==> src/rtl/sle_pkg.sv <==
// Shared definitions for the SLE register pipeline: per-edge operation decode
// and the occupancy-counter width helper.
package sle_pkg;

    typedef enum logic [1:0] {
        OP_FLUSH = 2'd0,
        OP_HOLD  = 2'd1,
        OP_LOAD  = 2'd2,
        OP_SHIFT = 2'd3
    } sle_op_e;

    function automatic int CNT_W(input int depth);
        return $clog2(depth + 1);
    endfunction

    // Flush beats the stall, the stall beats the preset load, shifting is the fallback.
    function automatic sle_op_e decode_op(input logic flush, input logic en, input logic sln);
        if (flush)
            return OP_FLUSH;
        else if (!en)
            return OP_HOLD;
        else if (!sln)
            return OP_LOAD;
        else
            return OP_SHIFT;
    endfunction

endpackage

==> src/rtl/sle_stage.sv <==
// One WIDTH-bit SLE-style stage: data register with preset load, plus a valid
// bit that can be flushed independently of the data.
module sle_stage
    import sle_pkg::*;
#(
    parameter int               WIDTH   = 8,
    parameter logic [WIDTH-1:0] RST_VAL = '0
) (
    input  logic             clk,
    input  logic             rst,
    input  sle_op_e          op,
    input  logic [WIDTH-1:0] d,
    input  logic             in_valid,
    input  logic [WIDTH-1:0] sd,
    output logic [WIDTH-1:0] data_q,
    output logic             valid_q
);

    logic [WIDTH-1:0] data_d;
    logic             valid_d;

    always_comb begin
        data_d  = data_q;
        valid_d = valid_q;
        case (op)
            OP_FLUSH: valid_d = 1'b0;
            OP_LOAD: begin
                data_d  = sd;
                valid_d = 1'b0;
            end
            OP_SHIFT: begin
                data_d  = d;
                valid_d = in_valid;
            end
            default: ;
        endcase
    end

    always_ff @(posedge clk or posedge rst) begin
        if (rst) begin
            data_q  <= RST_VAL;
            valid_q <= 1'b0;
        end else begin
            data_q  <= data_d;
            valid_q <= valid_d;
        end
    end

endmodule

==> src/rtl/sle_pipe.sv <==
// DEPTH-deep stallable, presettable, flushable register chain with per-stage
// valid tracking and a registered occupancy count.
module sle_pipe
    import sle_pkg::*;
#(
    parameter int               WIDTH   = 8,
    parameter int               DEPTH   = 4,
    parameter logic [WIDTH-1:0] RST_VAL = '0
) (
    input  logic                       clk,
    input  logic                       rst,
    input  logic [WIDTH-1:0]           d,
    input  logic                       in_valid,
    input  logic                       en,
    input  logic                       sln,
    input  logic [WIDTH-1:0]           sd,
    input  logic                       flush,
    output logic [WIDTH-1:0]           q,
    output logic                       out_valid,
    output logic [CNT_W(DEPTH)-1:0]    count
);

    localparam int CW = CNT_W(DEPTH);

    sle_op_e                      op;
    logic [DEPTH-1:0][WIDTH-1:0]  stage_data;
    logic [DEPTH-1:0]             stage_valid;
    logic [CW-1:0]                count_q;
    logic [CW-1:0]                count_d;

    assign op = decode_op(flush, en, sln);

    generate
        for (genvar gi = 0; gi < DEPTH; gi++) begin : g_stage
            logic [WIDTH-1:0] prev_data;
            logic             prev_valid;

            if (gi == 0) begin : g_head
                assign prev_data  = d;
                assign prev_valid = in_valid;
            end else begin : g_body
                assign prev_data  = stage_data[gi-1];
                assign prev_valid = stage_valid[gi-1];
            end

            sle_stage #(
                .WIDTH   (WIDTH),
                .RST_VAL (RST_VAL)
            ) u_stage (
                .clk      (clk),
                .rst      (rst),
                .op       (op),
                .d        (prev_data),
                .in_valid (prev_valid),
                .sd       (sd),
                .data_q   (stage_data[gi]),
                .valid_q  (stage_valid[gi])
            );
        end
    endgenerate

    // Counter tracks the valid bits incrementally: one enters, the tail one leaves.
    always_comb begin
        count_d = count_q;
        case (op)
            OP_FLUSH, OP_LOAD: count_d = '0;
            OP_SHIFT: count_d = count_q + CW'(in_valid) - CW'(stage_valid[DEPTH-1]);
            default: ;
        endcase
    end

    always_ff @(posedge clk or posedge rst) begin
        if (rst)
            count_q <= '0;
        else
            count_q <= count_d;
    end

    assign q         = stage_data[DEPTH-1];
    assign out_valid = stage_valid[DEPTH-1];
    assign count     = count_q;

endmodule

==> config.mk <==
export PLATFORM = sky130hd
export DESIGN_NAME = sle_pipe
export DESIGN_NICKNAME = d
export VERILOG_FILES = /design/src/rtl/sle_pkg.sv /design/src/rtl/sle_stage.sv /design/src/rtl/sle_pipe.sv
export SDC_FILE = /design/constraint.sdc
export NUM_CORES = 1
export LEC_CHECK = 0
export BUFFER_PORTS_ARGS = -buffer_cell sky130_fd_sc_hd__buf_2
export CAP_MARGIN = 20
export CELL_PAD_IN_SITES_DETAIL_PLACEMENT = 0
export CELL_PAD_IN_SITES_GLOBAL_PLACEMENT = 2
export CORE_MARGIN = 2
export CORE_UTILIZATION = 35
export CTS_CLUSTER_SIZE = 10
export DETAILED_ROUTE_END_ITERATION = 8
export PLACE_DENSITY_LB_ADDON = 0.12
export SLEW_MARGIN = 20
export SYNTH_ARGS = -nofsm -noshare
export SYNTH_HDL_FRONTEND = slang
export SYNTH_HIERARCHICAL = 1
export SYNTH_SLANG_ARGS = --single-unit
==> constraint.sdc <==
create_clock -name clk -period 3.93 [get_ports clk]
set_clock_uncertainty 0.1 [all_clocks]
set_input_delay 0 -clock clk [delete_from_list [all_inputs] [get_ports clk]]
set_output_delay 0 -clock clk [all_outputs]
set_load 0.02 [all_outputs]
; Word level (Yosys, flattened, before mapping)
; Index checks and enable logic that the tools add are counted.
[totals]
ff_bits = 39
inputBits = 22
out_inout_bits = 12
[classes]
n_addsub = 2
eq_ne = 2
n_mux = 12
reduce_logical = 4
[ops]
columns = operator, count
row1 = 8-bit case mux with 2 select lines, 4
row2 = 1-bit case mux with 2 select lines, 4
row3 = 3-bit case mux with 2 select lines, 1
row4 = "2-bit equality test, second input constant", 2
row5 = 2-bit 2-to-1 mux, 2
row6 = 2-bit nonzero test, 2
row7 = 3-bit by 1-bit adder with 3-bit output, 1
row8 = 3-bit by 1-bit subtractor with 3-bit output, 1
row9 = 2-bit zero test, 1
row10 = 2-bit OR reduction, 1
row11 = 1-bit 2-to-1 mux, 1

; Logic depth before layout (Yosys ltp)
; Gate-level depths: netlist of the first run.
[logic_depth]
word_depth = 6
mapped_depth = 9

; By module
; The synthesis of the first run kept the hierarchy.
[modules_own_cells]
columns = mod, instances, cells_per_inst, area_per_inst_um2, seq_area_each_um2
row1 = sle_stage, 4, 39, 425.4, 225.2
row2 = sle_pipe, 1, 25, 229.0, 75.1

; Worst setup path after synthesis of the first run
; No wires, ideal clock.
[synth_timing]
kind = reg-to-reg
from = reg count_q[0] (netlist: count[0])
to = reg count_q[2] (netlist: count[2])
setup_ns = 0.104
arrival_time_ns = 1.749
slack_ns = 1.977
stages_incl_launch_ff = 9
path_buffers = 0
path_cell_list = dfrtp_1 inv_1 ha_1 inv_1 ha_1 inv_1 fa_1 xor2_1 o311ai_1
[synth_between]
elab_chain_len = 3
[synth_rtl]
columns = element, line
row1 = "start, declared", sle_pipe.sv:28  ; logic [CW-1:0] count_q;
row2 = "start signal, assigned", sle_pipe.sv:76  ; count_q <= count_d;
row3 = 3-bit by 1-bit adder with 3-bit output, sle_pipe.sv:67  ; OP_SHIFT: count_d = count_q + CW'(in_valid) - CW'(stage_valid[DEPTH-1]);
row4 = 3-bit by 1-bit subtractor with 3-bit output, sle_pipe.sv:67
row5 = 3-bit case mux with 2 select lines, sle_pipe.sv:65  ; case (op)
; Every way passes these cells.
; A chain may end at the register's enable or synchronous reset.

; Final worst setup path of the first run
[layout_timing]
from = reg count_q[0] (netlist: count[0])
to = reg count_q[1] (netlist: count[1])
; The elaborated chain is that of the path after synthesis.

==> results of run 1 <==
synth_stat cells (all sizes together):
| library cell | number |
|---|---|
| fa | 1 |
| nand3 | 1 |
| xor2 | 1 |
| nand2b | 2 |
| inv | 9 |
| or3b | 1 |
| ha | 2 |
| buf | 12 |
| nand3b | 1 |
| nand2 | 2 |
| nor2 | 32 |
| mux2i | 36 |
| nor4bb | 1 |
| o311ai | 1 |
| a21oi | 35 |
| dfrtp | 39 |
| nor2b | 5 |
cells in the final DEF (no fill, tap or decap):
master          n
a21oi_4         1
nand2b_1        2
dfrtp_1        39
fa_1            1
bufinv_16       1
clkbuf_8        6
nor2b_1         4
clkinv_2        1
nor2_1         32
xor2_1          1
nand3_1         1
inv_1           9
dlygate4sd3_1  31
or3b_1          1
o311ai_1        1
buf_4           2
nand2_1         2
nor2b_4         1
nor4bb_1        1
buf_2          33
ha_1            2
nand3b_1        1
a21oi_1        34
mux2i_1        36
state kept, by name, indices dropped and copies added, names as in the netlist:
register and flops:
g_stage.u_stage/data_q 32, g_stage.u_stage/valid_q 4, count 3
layer usage:
layer  global-route usage, %  wire (um)  vias up
li1                        -          -      732
met1                   17.44       1877      693
met4                   5.439         69        0
met2                   28.02       2239       23
met5                       0          0        -
met3                   3.678        144        7
where the power goes:
group,internal (mW),switching [mW],leakage (nW)
Sequential,0.454,0.0288,0.446
Combinational,0.0907,0.106,0.658
Clock,0.205,0.141,0.0612
Total,0.750,0.276,1.17
worst paths after layout:
path	startpoint	depth (start not counted)	slack (ps)	to
worst max-delay path	count[0]$_DFFE_PP0P_	10	990	count[1]$_DFFE_PP0P_
worst min-delay path	en	3	30	count[2]$_DFFE_PP0P_
worst max register to register	count[0]$_DFFE_PP0P_	10	990	count[1]$_DFFE_PP0P_
worst min register to register	g_stage[2].u_stage/data_q[1]$_DFFE_PP0P_	2	420	g_stage[2].u_stage/data_q[1]$_DFFE_PP0P_
max in group asynchronous	rst	3	3200	g_stage[1].u_stage/data_q[3]$_DFFE_PP0P_
min in group asynchronous	rst	3	70	count[1]$_DFFE_PP0P_
stage by stage:
step	util, %	power, mW	instance area, um^2	std cells
6_report	46.76	1.026	2527	315
5_1_grt	46.76	1.092	2527	315
4_1_cts	46.76	1.041	2527	315
3_5_place_dp	38.84	0.6635	2100	276
3_3_place_gp	38.84	0.6597	2100	276
2_1_floorplan	-	0.6109	1931	181
layout make-up:
cell class / count / area [um^2] / share of cell area [%]
sequential: 39 / 975.9 / 38.61
inverter: 9 / 33.78 / 1.337
tap: 72 / 90.09 / 3.564
clock buffer: 6 / 82.58 / 3.267
timing repair buffer: 66 / 490.5 / 19.41
multi-input combinational: 121 / 819.5 / 32.43
clock inverter: 2 / 35.03 / 1.386
tightest hold or removal path, delay by kind of cell:
family	cells	cell delay [ps]
compound gates	1	80
buf+inv	1	170
simple gates	1	130
cell families (layout without fill, tap and decap cells):
group           count (synthesis)  count (layout)  synth area share, %
compound gates                 36              36                9.527
xor+xnor                        1               1               0.4537
fa+ha+maj                       3               3                2.333
buf+inv                        21              83                7.972
flops                          39              39                50.55
mux                            36              36                18.67
simple gates                   45              45                10.50
==> results_dict.tcl, run 1 <==
set metrics [dict create \
    gp_congestion 0.7426 \
    root_buffer "clkbuf_8" \
    die-area_um2 6126 \
    p_leak_nw 1.166 \
    grt.total_usage_pct 15.36 \
    fill_cells 543 \
    crit_slowest_cell "dlygate4sd3_1" \
    fin_nets 267 \
    slew_headroom_pct 42.22 \
    core-area_um2 5405 \
    antennaDiodeCount 0 \
    vdd_drop_max_mv 0.2521 \
    start_util_pct 35.72 \
    crit_chain "inv_1 -> ha_1 -> inv_1 -> ha_1 -> inv_1 -> fa_1 -> nand3b_1 -> dlygate4sd3_1 -> a21oi_1 -> dlygate4sd3_1" \
    yosysTopAreaCell "dfrtp_1" \
    cts_max_path_buffers 2 \
    cts_repair_resize_count 0 \
    vias_per_cell 4.619 \
    crit_buf_inv 5 \
    synth_area_per_cell_um2 10.67 \
    cp_slowest_stage_delay_ps 560 \
    end_kind "flip-flop" \
    post-route-period-util_pct 74.89 \
    drt_iter0_drc 38 \
    path_common_cell "inv_1" \
    path_delay_family "buffers and inverters" \
    clock-sinks 39 \
    post-cts-setup-buffers 0 \
    syn_area_um2 1931 \
    synth_cell_types 18 \
    finalSetupTns_ps 0 \
    finalHoldViolations 0 \
    drc 0 \
    yosys.area.top_type_share_pct 50.55 \
    crit_arrival_ps 3080 \
    synth.ff_latch_count 39 \
    grt_max_degree 39 \
    cp_max_fo 3 \
    wire_per_inst_um 13.75 \
    dr.pass1.iters 4 \
    insertion_delay_ps 290 \
    setup_ws_ps 986.7 \
    vias 1455 \
    io_buffer_count 33 \
    routed_wirelength_um 4330 \
    pin_count 34 \
    start_kind "flip-flop" \
    hold_ws_ps 29.77 \
    grt_pass1_vias 1487 \
    p_per_area_nw_per_um2 405.8 \
    numCtsBuffers 5 \
    grt_pass1_wl_um 7203 \
    hold_path.class "input port to flip-flop" \
    pre_cts_slack_ps 2020 \
    yosysSeqAreaShare_pct 50.55 \
    overflow 0 \
    min_period_ps 2943 \
    outcome "completed" \
    dieHeight_um 78.27 \
    timing.fmax_ghz 0.3398 \
    max-cap-violations 0 \
    synth_cells 181 \
    setup_violations 0 \
    cts_tree "yes" \
    synth_warnings 6 \
    area_delta_synth_final_pct 30.91 \
    layout-drive-gt1-share_pct 18.52 \
    ctsHoldBuffers 31 \
    detail-route-antenna-nets 0 \
    cts.clk_slew.worst_paths_ps 80 \
    die_w_um 78.27 \
    grt_antenna_before_repair 0 \
    ys_top_cells_by_area "dfrtp_1, mux2i_1, a21oi_1, nor2_1, buf_6" \
    hpwl_um 2962 \
    critPathRequiredTime_ps 4060 \
    synth_fp_nets 206 \
    critical_path_class "flip-flop to flip-flop" \
    rsz0062_at_grt "no" \
    h-tree-depth 2 \
    slew_viol_final 0 \
    fp-row-count 27 \
    tightest_slew_ps 864.8 \
]
Note: power is estimated with default switching activity, not from simulation.
==> run 2: changes to the inputs <==
==> constraint.sdc (replaced) <==
create_clock -name clk -period 2.72 [get_ports clk]
set_clock_uncertainty 0.1 [all_clocks]
set_input_delay 0 -clock clk [delete_from_list [all_inputs] [get_ports clk]]
set_output_delay 0 -clock clk [all_outputs]
set_load 0.02 [all_outputs]
==> run 2 against run 1 <==
Sequential cell count did not move. Sequential power rose by 44%. Clock power rose by 34%. Non-clock buffer count fell by 1. Combinational power rose by 45%. Worst hold slack got worse by 20 ps. First-iteration DRC count fell by 2.6%. Critical path depth fell by 2. Routed wire length fell by 3.0%. Utilization fell by 0.16 points. Setup slack got worse by 640 ps. Highest routed layer unchanged.
==> results_dict.tcl, run 2 (synthesis gave the netlist of run 1 again) <==
set metrics [dict create \
    grt_max_degree 41 \
    cts_repair_resize_count 0 \
    dp.cells 276 \
    end_kind "flip-flop" \
    pwr-share-clk_pct 32.1 \
    dpl_cell_area_um2 2112 \
    wire_per_inst_um 13.41 \
    multi_input_area_um2 819.5 \
    p_seq_share_pct 48.1 \
    grt.total_usage_pct 15.15 \
    finalSetupTns_ps 0 \
    grt_pass1_vias 1523 \
    outcome "completed" \
    vdd_drop_max_mv 0.2493 \
    finalHoldViolations 0 \
    post-route-period-util_pct 87.33 \
    fp-row-count 27 \
    met3_length_um 134 \
    numCtsBuffers 5 \
    seq_area_um2 975.9 \
    drt_iter0_drc 37 \
    clock-sinks 39 \
    tightest_slew_ps 670.7 \
    rsz0062_at_grt "no" \
    routed_wirelength_um 4198 \
    final_cell_mix "dfrtp_1, mux2i_1, a21oi_1" \
    fill_cells 538 \
    die-area_um2 6126 \
    root_buffer "clkbuf_8" \
    postLayoutCellArea_um2 2519 \
    die_w_um 78.27 \
    largest_register_ffs 32 \
    setup_violations 0 \
    area_delta_synth_final_pct 30.46 \
    fin_nets 266 \
    hpwl_um 2895 \
    start_kind "flip-flop" \
    grt_pass1_wl_um 7148 \
    p_int_mw 1.057 \
    hold_path.class "input port to flip-flop" \
    crit_slowest_cell "dlygate4sd3_1" \
    critPathRequiredTime_ps 2840 \
    wl_met2_um 2404 \
    dr.pass1.iters 5 \
    routed.top_layer "met4" \
    hold_ws_ps 9.405 \
    crit_arrival_ps 2490 \
    io_buffer_count 33 \
    vias_per_cell 4.757 \
    fin_util_pct 46.60 \
    pin_count 34 \
    min_period_ps 2375 \
    cts_max_path_buffers 2 \
    cts_tree "yes" \
    finalNonFillerCells 313 \
    layout-drive-gt1-share_pct 18.26 \
    dieHeight_um 78.27 \
    crit_chain "ha_1 -> inv_1 -> ha_1 -> inv_1 -> fa_1 -> nand3b_1 -> a21oi_1 -> dlygate4sd3_1" \
    p_sw_mw 0.3908 \
    vias 1489 \
    slew_viol_final 0 \
    max-cap-violations 0 \
    critical_path_class "flip-flop to flip-flop" \
    drc 0 \
    gp_congestion 0.7074 \
    insertion_delay_ps 290 \
    regMostFlops "g_stage.u_stage/data_q" \
    core-area_um2 5405 \
    grt_antenna_before_repair 0 \
    p_sw_share_pct 27.00 \
    h-tree-depth 2 \
    m1WireLength_um 1614 \
    antennaDiodeCount 0 \
    slew_headroom_pct 55.19 \
    p_per_area_nw_per_um2 574.7 \
    cts.clk_slew.worst_paths_ps 70 \
    final_common_cell "dfrtp_1" \
    start_util_pct 35.72 \
    combPwrFrac_pct 19.8 \
    cp_max_fo 3 \
    detail-route-antenna-nets 0 \
    timing.fmax_ghz 0.4210 \
    p_leak_nw 1.152 \
    overflow 0 \
    cp_slowest_stage_delay_ps 550 \
]
-- run 2: changes by cell type in the layout (fill, tap and decap cells not counted), sizes merged --
cell | previous run | this run
clkbuf | 6 | 5
dlygate4sd3 | 31 | 30
clkinv | 1 | 0
clkinvlp | 0 | 1
-- run 2: repair_timing --
action,CTS,global route
buffers inserted,0,0
hold buffers,30,0
setup endpoints to repair,0,0
hold endpoints to repair,69,0
-- run 2: cell type report --
type                    count  area share, %
flip-flops and latches     39          38.75
multi-input cells         121          32.54
repair buffers             65          19.57
well taps                  72          3.577
clock buffers               5          2.732
clock inverters             2          1.490
inverters                   9          1.341
-- run 2: worst max-delay path, delay by kind of cell (launching register included) --
kind / cells / cell delay [ps]
buffers and inverters: 3 / 650
adder cells (fa/ha/maj): 3 / 830
AO/OA/AOI/OAI: 1 / 150
AND/OR/NAND/NOR: 1 / 170
flip-flops: 1 / 400
-- run 2: final timing paths --
path | slack [ps] | to | cells after the start | startpoint
setup / recovery | 340 | count[1]$_DFFE_PP0P_ | 8 | g_stage[3].u_stage/valid_q$_DFFE_PP0P_
hold / removal | 9 | count[0]$_DFFE_PP0P_ | 3 | en
setup reg to reg | 340 | count[1]$_DFFE_PP0P_ | 8 | g_stage[3].u_stage/valid_q$_DFFE_PP0P_
hold reg to reg | 420 | g_stage[3].u_stage/data_q[7]$_DFFE_PP0P_ | 2 | g_stage[3].u_stage/data_q[7]$_DFFE_PP0P_
max in group asynchronous | 2000 | g_stage[1].u_stage/valid_q$_DFFE_PP0P_ | 3 | rst
min in group asynchronous | 80 | count[2]$_DFFE_PP0P_ | 3 | rst
-- run 2: per-stage QoR --
step,power [mW],worst slack [ps]
after global routing,1.539,266.7
after detailed placement,0.9598,818.5
after global placement,0.9521,858.0
final,1.447,344.6
after floorplan,0.8827,767.3
after CTS,1.474,377.2
-- run 2: power by group through the flow --
stage	combinational [mW]	clock, mW	sequential [mW]
final	0.286	0.465	0.696
after floorplan	0.158	0	0.724
after CTS	0.290	0.489	0.696
after global placement	0.247	0	0.705
after detailed placement	0.253	0	0.707
after global routing	0.318	0.513	0.708
-- run 2: layer usage --
layer	up-vias	global-route usage [%]
met4	0	4.737
met3	8	3.563
met2	20	29.57
met5	-	0
met1	735	15.86
li1	726	-
